`src/rtl/irq_ctrl_pkg.sv`:
```
// Shared types and register map for the priority interrupt controller.
package irq_ctrl_pkg;

    localparam logic [2:0] IRQ_PENDING   = 3'd0;
    localparam logic [2:0] IRQ_ENABLE    = 3'd1;
    localparam logic [2:0] IRQ_EDGE      = 3'd2;
    localparam logic [2:0] IRQ_ACTIVE    = 3'd3;
    localparam logic [2:0] IRQ_CLAIM     = 3'd4;
    localparam logic [2:0] IRQ_EOI       = 3'd5;
    localparam logic [2:0] IRQ_INSERVICE = 3'd6;
    localparam logic [2:0] IRQ_CONTROL   = 3'd7;

    typedef logic [7:0] irq_vec_t;

    typedef struct packed {
        logic       valid;
        logic [2:0] id;
    } irq_sel_t;

endpackage

```
`src/rtl/irq_prio_enc.sv`:
```
// Combinational priority encoder: lowest set index wins.
module irq_prio_enc
    import irq_ctrl_pkg::*;
(
    input  irq_vec_t vec,
    output irq_sel_t sel
);

    always_comb begin
        sel = '0;
        // Scan downwards so the lowest set index is the last one written.
        for (int i = 7; i >= 0; i--) begin
            if (vec[i]) begin
                sel.valid = 1'b1;
                sel.id    = 3'(i);
            end
        end
    end

endmodule

```
`src/rtl/irq_controller.sv`:
```
// 8-source priority interrupt controller driving the 6502 IRQB line.
// All state updates on the falling clock edge so CPU writes land in-cycle.
module irq_controller
    import irq_ctrl_pkg::*;
#(
    parameter int unsigned NSRC        = 8,
    parameter int unsigned SYNC_STAGES = 2
) (
    input  logic            clk,
    input  logic            reset,
    input  logic [7:0]      i_data,
    output logic [7:0]      o_data,
    input  logic            cs,
    input  logic            rwb,
    input  logic [2:0]      addr,
    input  logic [NSRC-1:0] irq_src,
    output logic            irqb
);

    localparam irq_vec_t SRC_MASK = irq_vec_t'((16'd1 << NSRC) - 16'd1);

    irq_vec_t src_ext;
    irq_vec_t synced;
    irq_vec_t pending_q, pending_d;
    irq_vec_t enable_q, enable_d;
    irq_vec_t edge_q, edge_d;
    irq_vec_t inservice_q, inservice_d;
    irq_vec_t dly_q;
    logic     ctrl_q, ctrl_d;
    logic     irqb_q, irqb_d;

    irq_vec_t pend_en;
    irq_sel_t best;
    irq_sel_t isr;
    logic     act_valid;
    logic [3:0] top_isr;

    irq_vec_t w1c_vec, claim_vec, eoi_vec, rise;
    logic     wr_en;

    assign src_ext = irq_vec_t'(irq_src);

    generate
        if (SYNC_STAGES == 0) begin : g_nosync
            assign synced = src_ext;
        end else begin : g_sync
            irq_vec_t sync_q [SYNC_STAGES];
            always_ff @(negedge clk) begin
                if (reset) begin
                    for (int s = 0; s < int'(SYNC_STAGES); s++) sync_q[s] <= '0;
                end else begin
                    sync_q[0] <= src_ext;
                    for (int s = 1; s < int'(SYNC_STAGES); s++) sync_q[s] <= sync_q[s-1];
                end
            end
            assign synced = sync_q[SYNC_STAGES-1];
        end
    endgenerate

    assign pend_en = pending_q & enable_q;

    irq_prio_enc u_best_enc (
        .vec (pend_en),
        .sel (best)
    );

    irq_prio_enc u_isr_enc (
        .vec (inservice_q),
        .sel (isr)
    );

    always_comb begin
        top_isr   = isr.valid ? {1'b0, isr.id} : 4'd8;
        act_valid = best.valid && ({1'b0, best.id} < top_isr);
        irqb_d    = ~(ctrl_q & act_valid);
    end

    always_comb begin
        wr_en     = cs & ~rwb;
        w1c_vec   = '0;
        claim_vec = '0;
        eoi_vec   = '0;
        enable_d  = enable_q;
        edge_d    = edge_q;
        ctrl_d    = ctrl_q;

        if (wr_en) begin
            case (addr)
                IRQ_PENDING: w1c_vec  = i_data;
                IRQ_ENABLE:  enable_d = i_data & SRC_MASK;
                IRQ_EDGE:    edge_d   = i_data & SRC_MASK;
                IRQ_CLAIM: begin
                    if (pend_en[i_data[2:0]]) claim_vec = irq_vec_t'(8'd1 << i_data[2:0]);
                end
                IRQ_EOI:     eoi_vec  = irq_vec_t'(8'd1 << i_data[2:0]);
                IRQ_CONTROL: ctrl_d   = i_data[0];
                default: ;
            endcase
        end

        // A fresh edge outranks W1C/CLAIM on the same bit so no request is lost.
        rise        = synced & ~dly_q;
        pending_d   = ((edge_q & ((pending_q & ~w1c_vec & ~claim_vec) | rise)) |
                       (~edge_q & synced)) & SRC_MASK;
        inservice_d = (inservice_q | claim_vec) & ~eoi_vec & SRC_MASK;
    end

    always_ff @(negedge clk) begin
        if (reset) begin
            pending_q   <= '0;
            enable_q    <= '0;
            edge_q      <= '0;
            inservice_q <= '0;
            dly_q       <= '0;
            ctrl_q      <= 1'b0;
            irqb_q      <= 1'b1;
        end else begin
            pending_q   <= pending_d;
            enable_q    <= enable_d;
            edge_q      <= edge_d;
            inservice_q <= inservice_d;
            dly_q       <= synced;
            ctrl_q      <= ctrl_d;
            irqb_q      <= irqb_d;
        end
    end

    assign irqb = irqb_q;

    always_comb begin
        o_data = 8'h00;
        case (addr)
            IRQ_PENDING:   o_data = pending_q;
            IRQ_ENABLE:    o_data = enable_q;
            IRQ_EDGE:      o_data = edge_q;
            IRQ_ACTIVE:    o_data = act_valid ? {1'b1, 4'b0000, best.id} : 8'h00;
            IRQ_INSERVICE: o_data = inservice_q;
            IRQ_CONTROL:   o_data = {7'b0000000, ctrl_q};
            default:       o_data = 8'h00;
        endcase
    end

endmodule

```
`config.mk`:
```
export PLATFORM = sky130hd
export DESIGN_NAME = irq_controller
export DESIGN_NICKNAME = d
export VERILOG_FILES = /design/src/rtl/irq_ctrl_pkg.sv /design/src/rtl/irq_prio_enc.sv /design/src/rtl/irq_controller.sv
export SDC_FILE = /design/constraint.sdc
export NUM_CORES = 1
export LEC_CHECK = 0
export ABC_AREA = 1
export CAP_MARGIN = 20
export CORE_AREA = 2 2 107 57
export CTS_CLUSTER_SIZE = 25
export DETAILED_ROUTE_END_ITERATION = 8
export DIE_AREA = 0 0 109 59
export PLACE_DENSITY = 0.71
export SLEW_MARGIN = 20
export SYNTH_ARGS = -nofsm -noshare
export SYNTH_HDL_FRONTEND = slang
export SYNTH_SLANG_ARGS = --single-unit
```
`constraint.sdc`:
```
create_clock -name clk -period 2.1 [get_ports clk]
set_input_delay 0.525 -clock clk [delete_from_list [all_inputs] [get_ports clk]]
set_output_delay 0.525 -clock clk [all_outputs]
set_load 0.005 [all_outputs]
```
After elaboration in Yosys (flattened, before gate mapping):

Memory sizes are Yosys's and may differ from the RTL's.
Cells that the tools add are included.

* bitwise gates (word level): 21
* muxes and demuxes: 33
* $lt $le $gt $ge: 2
* equal/unequal tests: 7
* reductions and logical operators: 5
* shift operators: 1

Operators with widths (number)
* two-way mux 8 bit: 10
* two-way mux 4 bit: 17
* AND 8 bit: 7
* one-hot mux 8 bit (6 select lines): 1
* inverter 8 bit: 5
* bitwise OR 8 bit: 3
* equality test 3 bit (second input constant): 4
* << shifter 1 x 3 -> 8 bit (first input constant): 1
* equality test 3 x 2 -> 1 bit (second input constant): 2
* AND reduction 2 bit: 3
* < comparator 3 x 4 -> 1 bit: 1
* < comparator 3 x 4 -> 1 bit (second input constant): 1
* two-way mux 1 bit: 4
* binary-select mux 1 bit (select 3 bit): 1
* equality test 3 x 1 -> 1 bit (second input constant): 1
* logical NOT 3 bit: 1
* AND 1 bit: 2
* inverter 1 bit: 2
* bitwise OR 1 bit: 2
* logical AND 1 bit: 1

* output and inout bits: 9
* flip-flop bits (word level): 42
* bits of input ports: 23
* RAM bits: 16
* word-level logic and storage cells: 77
* memories: 1

Memories
* g_sync.sync_q: words 2, width 8, rd ports 2, clocked after Yosys merged registers in 0, wr ports 2, RTL line irq_controller.sv:47 `irq_vec_t sync_q [SYNC_STAGES];`

Logic depth before layout (Yosys ltp):

* word-level depth: 13
* mapped depth: 15
* mapped depth without buffers: 15

Cells and area by module:

Synthesis repeated with hierarchy kept, for this count alone.

* cells, all modules: 428
* area, all modules: 2827.7 µm²

By module, submodules not included
* irq_controller: instances 1, cells an instance 384, seq. area each 1161.1 µm², area an instance 2630.0 µm²
* irq_prio_enc: instances 2, cells an instance 22, seq. area each 0.0 µm², area an instance 98.8 µm²

==> out/qor.log <==
[layout] final standard cell utilization of the core 94.2%
[layout] post-route design area 5090 µm²
[floorplan] Die ar. 6430 µm²
[synth] area share of the largest cell type after synthesis 43.4%
[cts] clock tree from TritonCTS done
[routing] via/cell ratio 6.01
[setup_path] delay of the slowest critical-path stage 0.37 ns
[floorplan] Std-Cell Rows 19
[synth] syn avg cell area 7.05 µm²
[setup_path] CP Class flop to primary output
[flow_run] max-cap violations 0
[sta] final number of hold-violating endpoints 0
[synth] fraction of registers with async set or reset after synthesis 0%
[power] PD cells 618 nW/µm²
[cts] clock buffers created by TritonCTS 9
[synth] cell accounting for the most synthesized area sky130_fd_sc_hd__dfxtp_1
[layout] antenna cells 0
[routing] remaining design rule violation count 0
[sta] actual transition at the worst max-transition pin 0.419 ns
[power] total power after layout 3.14 mW
[floorplan] area of the core 5400 µm²
[setup_path] slowest cell on the critical path sky130_fd_sc_hd__dfxtp_1
[synth] #FFs+latches synth 58
[layout] Layout fillers 165
[setup_path] nature of the critical path startpoint flop
[routing] first-pass iteration count of the detailed router 5
[floorplan] Die X 109 µm
[sta] clock skew after layout 0.0338 ns
[sta] Max transition margin 72.0%
[routing] WL/cell 21.4 µm
[layout] relative area change from synthesis to final layout 90.0%
[global_routing] via count of the first global-routing pass 3874
[min_path] HP Start g_sync.sync_q[0][0]
[run_status] violations in the final reports negative setup slack
[placement] placed cell count 570
[cts] clock transition at the registers of the reported paths 0.05 ns
[setup_path] start point of the critical path enable_q[7]
[placement] last weighted congestion value of the routability-driven placer 1.04
[placement] DP Wirelength 6.74 mm
[synth] Syn. warnings 0
[cts] clock sink count 58
[sta] count of final setup violators 42
[placement] worst setup slack before clock tree synthesis -1.47 ns
[placement] I/O Buffers 31
[setup_path] worst path arrival time 3.31 ns
[power] Leak Pwr 2.41 nW
[floorplan] I/O pins 32
[setup_path] category of the worst setup path capture point primary output
[setup_path] launch point of the worst reg-to-reg path enable_q[3]
[routing] initial detailed-routing violation count 468
[setup_path] cells traversed along the worst timing path nand2_2 > inv_1 > nand2_1 > nand2_1 > nand2_1 > nand2_1 > nand2_1 > nand2_1 > nand2_1 > nand2_1 > nand2_1 > nand2_1 > nand2_2 > buf_4 > nand4_1 > nand2_1 > buf_2
[synth] Synth area leaders sky130_fd_sc_hd__dfxtp_1, sky130_fd_sc_hd__nand2_1, sky130_fd_sc_hd__inv_1
[layout] share of layout cells above drive strength 1 48.1%
[sta] setup repair after global routing missed its margin true
[global_routing] first-pass GRT wire length 17.2 mm
[floorplan] initial core utilization 49.6%
[sta] Final Max Tran Viols 0
[global_routing] antenna violations before repair 0
[synth] synthesized area 2680 µm²
[run_status] outcome complete, but fails checks
[setup_path] Data required, critical path 1.57 ns
[synth] count of cell types in the netlist 32
[routing] antenna viol nets, final 0
[min_path] worst min-delay path category flop to flop
[sta] Total Neg Setup Slack -19.63 ns
[synth] sequential share of the synthesized area 43.4%
[synth] most frequently used flop master after synthesis sky130_fd_sc_hd__dfxtp_1
[synth] net count after synthesis 405
[placement] Cell Area, Placed 3890 µm²
[layout] footprint of the multi-input gates 1780 µm²
[cts] H-tree level count 3
[synth] number of flops mapped to enable cells by yosys 0
[sta] final hold slack 0.399 ns
[routing] final routed wirelength across all metal layers 14.3 mm
[global_routing] overall fraction of global-route tracks in use 36.6%
[power] Max VDD drop 0.900 mV
[cts] maximum number of buffers from clock root to sink 2
[setup_path] crit-path most repeated cell sky130_fd_sc_hd__nand2_1
[layout] number of standard cells in the layout, taps in and fillers out 668
[synth] synthesized instance count 380
[cts] clock latency of the later-clocked register in the worst-skew pair 0.43 ns
[floorplan] die span in y 59 µm
[layout] footprint of the flip-flops and latches 1180 µm²
[global_routing] maximum number of pins on one net before global-route repair 14
[cts] root cell of the clock tree sky130_fd_sc_hd__clkbuf_8
[routing] number of vias in the routed layout 4017
[sta] final setup slack of the worst path -1.74 ns
[global_routing] grt total ovfl 0
[layout] Final nets 615
[setup_path] crit path max fanout 3
[area by class of cell]
| class | instances | share of cell area [%] |
|---|---|---|
| repair inverters | 2 | 0.369 |
| clock buffers | 9 | 2.44 |
| flip-flops and latches | 58 | 23.2 |
| inverters | 62 | 5.49 |
| multi-input cells | 248 | 35.1 |
| clock inverters | 65 | 5.14 |
| well taps | 73 | 1.80 |
| repair buffers | 151 | 26.5 |
[cell families (layout without fill, tap and decap cells)]
family / after synthesis / count (layout) / synth area share (%)
AO/OA/AOI/OAI: 67 / 67 / 15.6
adder cells (fa/ha/maj): 2 / 2 / 0.934
buffers and inverters: 74 / 289 / 10.9
flip-flops: 58 / 58 / 43.4
AND/OR/NAND/NOR: 179 / 179 / 29.3
[metal layers]
| layer | up-vias | GRT usage (%) | share of wire, % |
|---|---|---|---|
| met3 | 146 | 18.9 | 12 |
| li1 | 1670 | - | - |
| met5 | - | 0 | 0 |
| met2 | 349 | 61.8 | 44 |
| met1 | 1852 | 37.4 | 36 |
| met4 | 0 | 20.3 | 7.9 |
[timing repair]
action,in CTS,in global routing
endpoints found under the setup margin,57,43
pin swaps,42,39
gates resized for setup,172,79
hold buffers,0,0
cloned,2,1
buffers inserted,18,8
[worst paths after layout]
check / endpoint / slack [ns] / cells after the start
hold reg to reg: g_sync.sync_q[0][8] / 0.40 / 2
setup / recovery: o_data[2] / -1.74 / 17
hold / removal: g_sync.sync_q[0][8] / 0.40 / 2
setup reg to reg: pending_q[0] / 0.28 / 10
[registers in the layout, summed over array words and instances (netlist names)]
register and flops:
ctrl_q 1, dly_q 8, edge_q 8, enable_q 8
g_sync.sync_q 16, inservice_q 8, irqb 1, pending_q 8
[cell usage after synthesis, types with 3 or more instances]
cell / instances
sky130_fd_sc_hd__a211oi_1: 5
sky130_fd_sc_hd__a21oi_1: 23
sky130_fd_sc_hd__a221oi_1: 3
sky130_fd_sc_hd__a22o_1: 3
sky130_fd_sc_hd__a31oi_1: 11
sky130_fd_sc_hd__clkbuf_1: 6
sky130_fd_sc_hd__dfxtp_1: 58
sky130_fd_sc_hd__inv_1: 57
sky130_fd_sc_hd__inv_2: 6
sky130_fd_sc_hd__nand2_1: 96
sky130_fd_sc_hd__nand3_1: 18
sky130_fd_sc_hd__nand4_1: 13
sky130_fd_sc_hd__nor2_1: 40
sky130_fd_sc_hd__nor2_2: 3
sky130_fd_sc_hd__nor3_1: 4
sky130_fd_sc_hd__o2111ai_1: 4
sky130_fd_sc_hd__o21ai_0: 9
sky130_fd_sc_hd__o22ai_1: 3
[cell usage in the layout (no fill, tap or decap), drive strengths merged, types with 4 or more instances in the layout]
master and n:
o21ai 12, nor3 6, o2111ai 4, a211oi 5
nand2 96, nor2 44, clkdlybuf4s50 13, a21oi 23
clkbuf 11, inv 120, clkinvlp 6, nand4 13
buf 135, nand3 18, a31oi 11, dfxtp 58
[report_power, final]
group          total (mW)  internal, mW  switching (mW)  leakage, nW
clock                1.55         0.569           0.978        0.387
combinational       0.445         0.199           0.246         1.54
sequential           1.15          1.13          0.0151        0.479
[worst max-delay path, delay by kind of cell, from the launching register on]
| kind | cells | cell delay [ns] |
|---|---|---|
| and+or+nand+nor | 14 | 1.09 |
| buffers and inverters | 3 | 0.39 |
| DFF | 1 | 0.37 |
(Power assumes the default switching activity.)
